**src/rtl/pool_readout_ctrl.sv**
```systemverilog
// Readout sequencer for the pooled activation array: holds the array in finish mode,
// walks every row/word, and streams each word into the output SRAM under backpressure.
module pool_readout_ctrl #(
  parameter int OUTPUT_HEIGHT   = 8,
  parameter int OUTPUT_WIDTH    = 8,
  parameter int OUTPUT_SRAM_LEN = 4,
  parameter int BIN_LEN         = 8,
  localparam int WPR    = OUTPUT_WIDTH / OUTPUT_SRAM_LEN,
  localparam int ADDR_W = (OUTPUT_HEIGHT * WPR > 1) ? $clog2(OUTPUT_HEIGHT * WPR) : 1,
  localparam int ROW_W  = (OUTPUT_HEIGHT > 1) ? $clog2(OUTPUT_HEIGHT) : 1,
  localparam int COL_W  = (OUTPUT_WIDTH > 1) ? $clog2(OUTPUT_WIDTH) : 1,
  localparam int DATA_W = BIN_LEN * OUTPUT_SRAM_LEN
) (
  input  logic              clock,
  input  logic              reset,
  input  logic              start,
  input  logic [1:0]        cfg_pool_type,
  input  logic [2:0]        cfg_pool_stride,
  input  logic [2:0]        cfg_pool_kernel,
  output logic              pool_finish,
  output logic [1:0]        pool_type,
  output logic [2:0]        pool_stride,
  output logic [2:0]        pool_kernel,
  output logic              sram_r_en,
  output logic [ROW_W-1:0]  sram_r,
  output logic [COL_W-1:0]  sram_c,
  input  logic [DATA_W-1:0] sram_out,
  output logic              wr_en,
  output logic [ADDR_W-1:0] wr_addr,
  output logic [DATA_W-1:0] wr_data,
  input  logic              wr_ready,
  output logic              busy,
  output logic              done
);

  localparam int WORD_W = (WPR > 1) ? $clog2(WPR) : 1;
  localparam logic [ROW_W-1:0]  ROW_LAST  = ROW_W'(OUTPUT_HEIGHT - 1);
  localparam logic [WORD_W-1:0] WORD_LAST = WORD_W'(WPR - 1);

  typedef enum logic [2:0] {
    S_IDLE, S_SETTLE, S_READ, S_CAPTURE, S_WRITE, S_DONE
  } state_t;

  state_t              state_q;
  logic [ROW_W-1:0]    row_q, row_d;
  logic [WORD_W-1:0]   word_q, word_d;
  logic                last_word;

  logic                pool_finish_q, sram_r_en_q, wr_en_q, busy_q, done_q;
  logic [1:0]          pool_type_q;
  logic [2:0]          pool_stride_q, pool_kernel_q;
  logic [ROW_W-1:0]    sram_r_q;
  logic [COL_W-1:0]    sram_c_q;
  logic [ADDR_W-1:0]   wr_addr_q;
  logic [DATA_W-1:0]   wr_data_q;

  function automatic logic [ADDR_W-1:0] word_addr(input logic [ROW_W-1:0] r,
                                                  input logic [WORD_W-1:0] w);
    return ADDR_W'(int'(r) * WPR + int'(w));
  endfunction

  function automatic logic [COL_W-1:0] word_col(input logic [WORD_W-1:0] w);
    return COL_W'(int'(w) * OUTPUT_SRAM_LEN);
  endfunction

  // Position of the word that follows the current one in row-major order.
  always_comb begin
    word_d = word_q + WORD_W'(1);
    row_d  = row_q;
    if (word_q == WORD_LAST) begin
      word_d = '0;
      row_d  = row_q + ROW_W'(1);
    end
  end

  assign last_word = (row_q == ROW_LAST) && (word_q == WORD_LAST);

  always_ff @(posedge clock) begin
    if (reset) begin
      state_q       <= S_IDLE;
      row_q         <= '0;
      word_q        <= '0;
      pool_finish_q <= 1'b0;
      pool_type_q   <= '0;
      pool_stride_q <= '0;
      pool_kernel_q <= '0;
      sram_r_en_q   <= 1'b0;
      sram_r_q      <= '0;
      sram_c_q      <= '0;
      wr_en_q       <= 1'b0;
      wr_addr_q     <= '0;
      wr_data_q     <= '0;
      busy_q        <= 1'b0;
      done_q        <= 1'b0;
    end else begin
      case (state_q)
        S_IDLE: begin
          done_q <= 1'b0;
          if (start) begin
            pool_type_q   <= cfg_pool_type;
            pool_stride_q <= cfg_pool_stride;
            pool_kernel_q <= cfg_pool_kernel;
            row_q         <= '0;
            word_q        <= '0;
            busy_q        <= 1'b1;
            pool_finish_q <= 1'b1;
            state_q       <= S_SETTLE;
          end
        end
        // One idle cycle with finish high lets the pooled outputs settle before reading.
        S_SETTLE: begin
          sram_r_en_q <= 1'b1;
          sram_r_q    <= row_q;
          sram_c_q    <= word_col(word_q);
          state_q     <= S_READ;
        end
        S_READ: begin
          sram_r_en_q <= 1'b0;
          state_q     <= S_CAPTURE;
        end
        // Array read data is registered, so it is valid here, one cycle after the enable.
        S_CAPTURE: begin
          wr_data_q <= sram_out;
          wr_addr_q <= word_addr(row_q, word_q);
          wr_en_q   <= 1'b1;
          state_q   <= S_WRITE;
        end
        S_WRITE: begin
          if (wr_ready) begin
            wr_en_q <= 1'b0;
            if (last_word) begin
              done_q        <= 1'b1;
              busy_q        <= 1'b0;
              pool_finish_q <= 1'b0;
              state_q       <= S_DONE;
            end else begin
              row_q       <= row_d;
              word_q      <= word_d;
              sram_r_en_q <= 1'b1;
              sram_r_q    <= row_d;
              sram_c_q    <= word_col(word_d);
              state_q     <= S_READ;
            end
          end
        end
        S_DONE: begin
          done_q  <= 1'b0;
          state_q <= S_IDLE;
        end
        default: state_q <= S_IDLE;
      endcase
    end
  end

  assign pool_finish = pool_finish_q;
  assign pool_type   = pool_type_q;
  assign pool_stride = pool_stride_q;
  assign pool_kernel = pool_kernel_q;
  assign sram_r_en   = sram_r_en_q;
  assign sram_r      = sram_r_q;
  assign sram_c      = sram_c_q;
  assign wr_en       = wr_en_q;
  assign wr_addr     = wr_addr_q;
  assign wr_data     = wr_data_q;
  assign busy        = busy_q;
  assign done        = done_q;

endmodule

```
**config.mk**
```make
export PLATFORM = sky130hd
export DESIGN_NAME = pool_readout_ctrl
export DESIGN_NICKNAME = d
export VERILOG_FILES = /design/src/rtl/pool_readout_ctrl.sv
export SDC_FILE = /design/constraint.sdc
export NUM_CORES = 1
export LEC_CHECK = 0
export ABC_AREA = 1
export CELL_PAD_IN_SITES_DETAIL_PLACEMENT = 0
export CELL_PAD_IN_SITES_GLOBAL_PLACEMENT = 1
export CORE_ASPECT_RATIO = 1.5
export CORE_MARGIN = 1.5
export CORE_UTILIZATION = 29
export CTS_CLUSTER_DIAMETER = 50
export DETAILED_ROUTE_END_ITERATION = 10
export HOLD_SLACK_MARGIN = 0.08
export PLACE_DENSITY_LB_ADDON = 0.1
export SLEW_MARGIN = 20
export SYNTH_ARGS = -nofsm -noshare
export SYNTH_HDL_FRONTEND = slang
export SYNTH_SLANG_ARGS = --single-unit
```
**constraint.sdc**
```tcl
create_clock -name clock -period 1.6 [get_ports clock]
set_input_delay 0.32 -clock clock [delete_from_list [all_inputs] [get_ports clock]]
set_output_delay 0.32 -clock clock [all_outputs]
set_load 0.02 [all_outputs]
```
Word level (Yosys, flattened, before mapping)
Index checks and enable logic that the tools add are counted.
Widths: inputs -> output; s select.
{ "word_totals": {"ff_bits": 61, "inputBits": 44, "output_inout_bits": 55, "wordCells": 73} }
{ "op_classes": {"add_sub_neg": 3, "n_eq_ne": 10, "n_mux": 30, "reduce_logical": 16} }
{ "op_table": {"columns": ["cell", "n"], "rows": [
  ["$mux 3", 9],
  ["$pmux 3 s2", 3],
  ["$pmux 3 s5", 1],
  ["$mux 1", 12],
  ["$eq 3x3->1 const B", 3],
  ["$reduce_and 3->1", 3],
  ["$ne 2x2->1 const B", 4],
  ["$pmux 1 s2", 4],
  ["$reduce_and 4->1", 2],
  ["$reduce_bool 2->1", 4],
  ["$eq 3x2->1 const B", 2],
  ["$reduce_and 2->1", 3],
  ["$add 4x1->4", 1],
  ["$add 3x1->3 const B", 1],
  ["$eq 3x1->1 const B", 1],
  ["$logic_not 3->1", 1],
  ["$pmux 1 s3", 1],
  ["$reduce_bool 3->1", 1],
  ["$reduce_or 2->1", 1],
  ["$add 1x1->1 const B", 1],
  ["$logic_and 1x1->1", 1]
]} }

Depth between registers and ports, before layout
{ "logic_depth": {"word_depth": 5, "depth_mapped": 10, "ltp_nobuf": 10} }

Least setup slack after synthesis
No wires, ideal clock.
{ "synth_timing": {"path_type": "reg2reg", "startpoint": "reg row_q[0]", "endpoint": "reg row_q[0]", "setup_time_ns": 0.113, "t_arrival_ns": 1.263, "t_required_ns": 1.487, "setup_slack_ns": 0.224, "path_stages_with_launch": 11, "n_path_buf": 0, "synth_period_minus_slack_ns": 1.376, "cell_sequence": "dfxtp_1 -> ha_1 -> ha_1 -> nand2_1 -> inv_1 -> nand3_1 -> nand2_1 -> nor2_4 -> nand2_1 -> nand2_1 -> nor2_1"} }
{ "synth_via": {"elab_chain_cells": 5, "word_cells_on_any_way": 9, "classes_between": "add/sub: 1; eq/ne: 2; mux: 4; reduce/logical: 2"} }
{ "synth_rtl": {"columns": ["element", "line", "text"], "rows": [
  ["from (decl)", "45", "logic [ROW_W-1:0] row_q, row_d;"],
  ["from (signal assigned)", "137", "row_q <= row_d;"],
  ["$add 3x1->3", "72", "row_d = row_q + ROW_W'(1);"],
  ["$mux 3", "70", "if (word_q == WORD_LAST) begin"],
  ["$mux 3", "131", "if (last_word) begin"],
  ["$mux 3", "129", "if (wr_ready) begin"],
  ["$pmux 3 s2", "96", "case (state_q)"]
]} }
Several ways; a longest one is shown, not always the timed one. The select of a mux whose other input is x is not followed.
A chain may end at the register's enable or synchronous reset.

Worst setup path after layout
{ "layout_timing": {"startpoint": "reg wr_data_q[7] (netlist: wr_data[7])", "endpoint": "out wr_data[7]"} }
{ "layout_lines": {"columns": ["element", "line", "text"], "rows": [
  ["from (decl)", "55", "logic [DATA_W-1:0] wr_data_q;"],
  ["from (signal assigned)", "123", "wr_data_q <= sram_out;"],
  ["to (decl)", "30", "output logic [DATA_W-1:0] wr_data,"]
]} }
No word-level cell between the ends.

==> flow_summary_export.csv <==
group,metric,value,unit
run_status,status,"finished clean",
global_route,antenna_found_initial,0,
timing,rsz0062_at_grt,"no",
floorplanning,start_util,0.301,
placed_design,port_buffers,96,
setup_path,worstPathCellList,"clkdlybuf4s50_1",
yosys,syn_inst,308,
setup_path,worst-path-max-fanout,2,
timing,fmax,638,MHz
yosys,syn_avg_cell_area,7.53,um2
floorplanning,ios,99,
timing,clock_skew,0.00864,ns
drt,vias,2248,
floorplanning,die_x,76.0,um
clocking,clkSinkCount,59,
setup_path,end_kind,"output port",
cells_and_area,fin_nets,456,
pwr,p_per_area,1200,nW/um2
cells_and_area,final_common_cell,"nor2_1",
setup_path,path_class,"reg -> out",
setup_path,max_stage_delay,0.60,ns
placed_design,dp_worst_setup_slack,0.0563,ns
cells_and_area,drive_above_1_share,0.0870,
placed_design,hpwlAfterDp,4280,um
floorplanning,row_count,39,
clocking,cts_htree_levels,3,
timing,setup_slack,0.0322,ns
clocking,tritoncts,"done",
yosys,ys.warnings.count,0,
timing,timing.final.crit_share,0.980,
global_route,gr-total-overflow,0,
cells_and_area,areaGrowthSynthToFinish,62.8,%
clocking,hold_buffers,0,
floorplanning,core,7710,um2
drt,vias_per_cell,4.36,
drt,first_pass_iters,4,
setup_path,path_delay_family,"buffers and inverters",
worst_hold_path,hold_class,"reg -> reg",
clocking,clockBufferDepth,2,
setup_path,required,1.28,ns
setup_path,cp_slowest_cell,"clkdlybuf4s50_1",
floorplanning,die_h,113,um
clocking,post_cts.repair.setup_buffers,0,
drt,ant_nets,0,
cells_and_area,final_cell_mix,"82 x nor2_1, 59 x dfxtp_1, 53 x o21ai_0, 51 x clkdlybuf4s50_1, 27 x nand2_1",
drt,drtIter0Drc,99,
pwr,p_sw,1180,uW
clocking,cts_root_buf,"clkbuf_16",
yosys,synth-seq-cells,59,
global_route,grt_pass1_vias,2084,
pwr,swShare,0.261,
yosys,syn_area,2320,um2
drt,routed_wl,6070,um
cells_and_area,diodes,0,
setup_path,worstPathBufferInverterCount,1,
clocking,cts_buffers,9,
pwr,power.internal,3350,uW
timing,hold_viol_final,0,
drt,wire_per_inst,11.8,um
pwr,p_leak,0.00203,uW
timing,fin_setup_tns,0,ns
clocking,path_clk_slew,0.05,ns
setup_path,cp_data_arrival_time,1.25,ns
clocking,clkLatencyLatePin,0.32,ns
timing,slew_violations,0,
floorplanning,dieArea,8560,um2
timing,fin_crit,1.57,ns
placed_design,place_area,3410,um2
global_route,grt_max_degree,53,
cells_and_area,design_area,3780,um2
drt,drcViolationCount,0,
placed_design,gp_congestion,0.788,
global_route,grt_usage,0.149,
yosys,ys_seq_area_frac,0.509,
pwr,p_comb_frac,0.197,
cells_and_area,nFillCells,821,
global_route,grt_pass1_wl,9870,um
setup_path,critPathLaunchType,"flip-flop",
yosys,synth.distinct_cells,21,
run,drv_cap,0,
timing,setup_violations,0,
pwr,seqPwrFrac,0.374,
pwr,pwr-share-clk,0.429,
cells_and_area,final_util,0.490,
pwr,ir_drop,0.638,mV
through the flow:
stage                     total power [uW]  cells  hold WS, ns
after global placement                2660    500        0.430
after detailed placement              2660    500        0.436
after CTS                             4610    516        0.444
after global routing                  4780    516        0.465
after floorplan                       2230    309        0.471
final                                 4530    516        0.440
Yosys cell counts, drive strengths merged:
library cell	count	area [um2]
nor2	85	350
dfxtp	59	1180
o21ai	55	279
nand2	31	121
inv	27	101
a21oi	18	90.1
nand3	11	60.1
clkbuf	9	35.0
buf	8	52.6
ha	3	37.5
a211oi	1	7.51
conb	1	3.75
flip-flops by register name (all words and copies together) (netlist names), 2 cells and up:
register / count
sram_r: 3
pool_kernel: 3
pool_stride: 3
pool_type: 2
wr_data: 32
row_q: 3
state_q: 3
wr_addr: 4
power groups by stage:
stage	registers, uW	logic (uW)	clock network, uW
2_1_floorplan	1850	381	0
3_3_place_gp	1720	934	0
3_5_place_dp	1730	937	0
4_1_cts	1700	914	2000
5_1_grt	1710	996	2080
6_report	1690	894	1940
path summary, 6_finish.rpt:
path	from	endpoint	slack [ns]	cells past startpoint
worst min register to register	pool_kernel[1]	pool_kernel[1]	0.44	2
worst min-delay path	pool_kernel[1]	pool_kernel[1]	0.44	2
worst max register to register	row_q[1]	row_q[1]	0.15	10
worst max-delay path	wr_data[7]	wr_data[7]	0.03	1
worst register-to-register path: stages, from the launching register on:
cell and delay [ns]:
dfxtp_1 0.33, ha_1 0.19, ha_1 0.18, nand2_2 0.08, inv_2 0.05, nand3_2 0.07
nand2_2 0.07, nor2_4 0.19, nand2_1 0.07, nand2_1 0.06, nor2_1 0.04
cell type report:
type,count,area [um2],share of cell area
Clock buffer,15,278,0.0736
Clock inverter,1,30.0,0.00795
Multi-Input combinational cell,206,968,0.256
Inverter,27,101,0.0268
Sequential cell,59,1180,0.313
Tap cell,102,128,0.0338
Timing Repair Buffer,106,1090,0.289
kinds of logic after synthesis:
group                    share of synthesized area
AO/OA/AOI/OAI                                0.162
adder cells (fa/ha/maj)                     0.0162
buffers and inverters                       0.0814
flip-flops                                   0.509
other                                      0.00162
AND/OR/NAND/NOR                              0.229
metal layers:
metal	wire length, um	track usage	vias up
met1	2470	0.160	996
met4	110	0.0778	0
met3	391	0.0569	11
li1	-	-	1184
met5	0	0	-
met2	3100	0.256	57
repair_timing:
action | 4_1_cts | 5_1_grt
resized for setup | 19 | 31
pin swaps | 0 | 1
setup endpoints to repair | 19 | 33
Power figures use the tool's default switching activity.
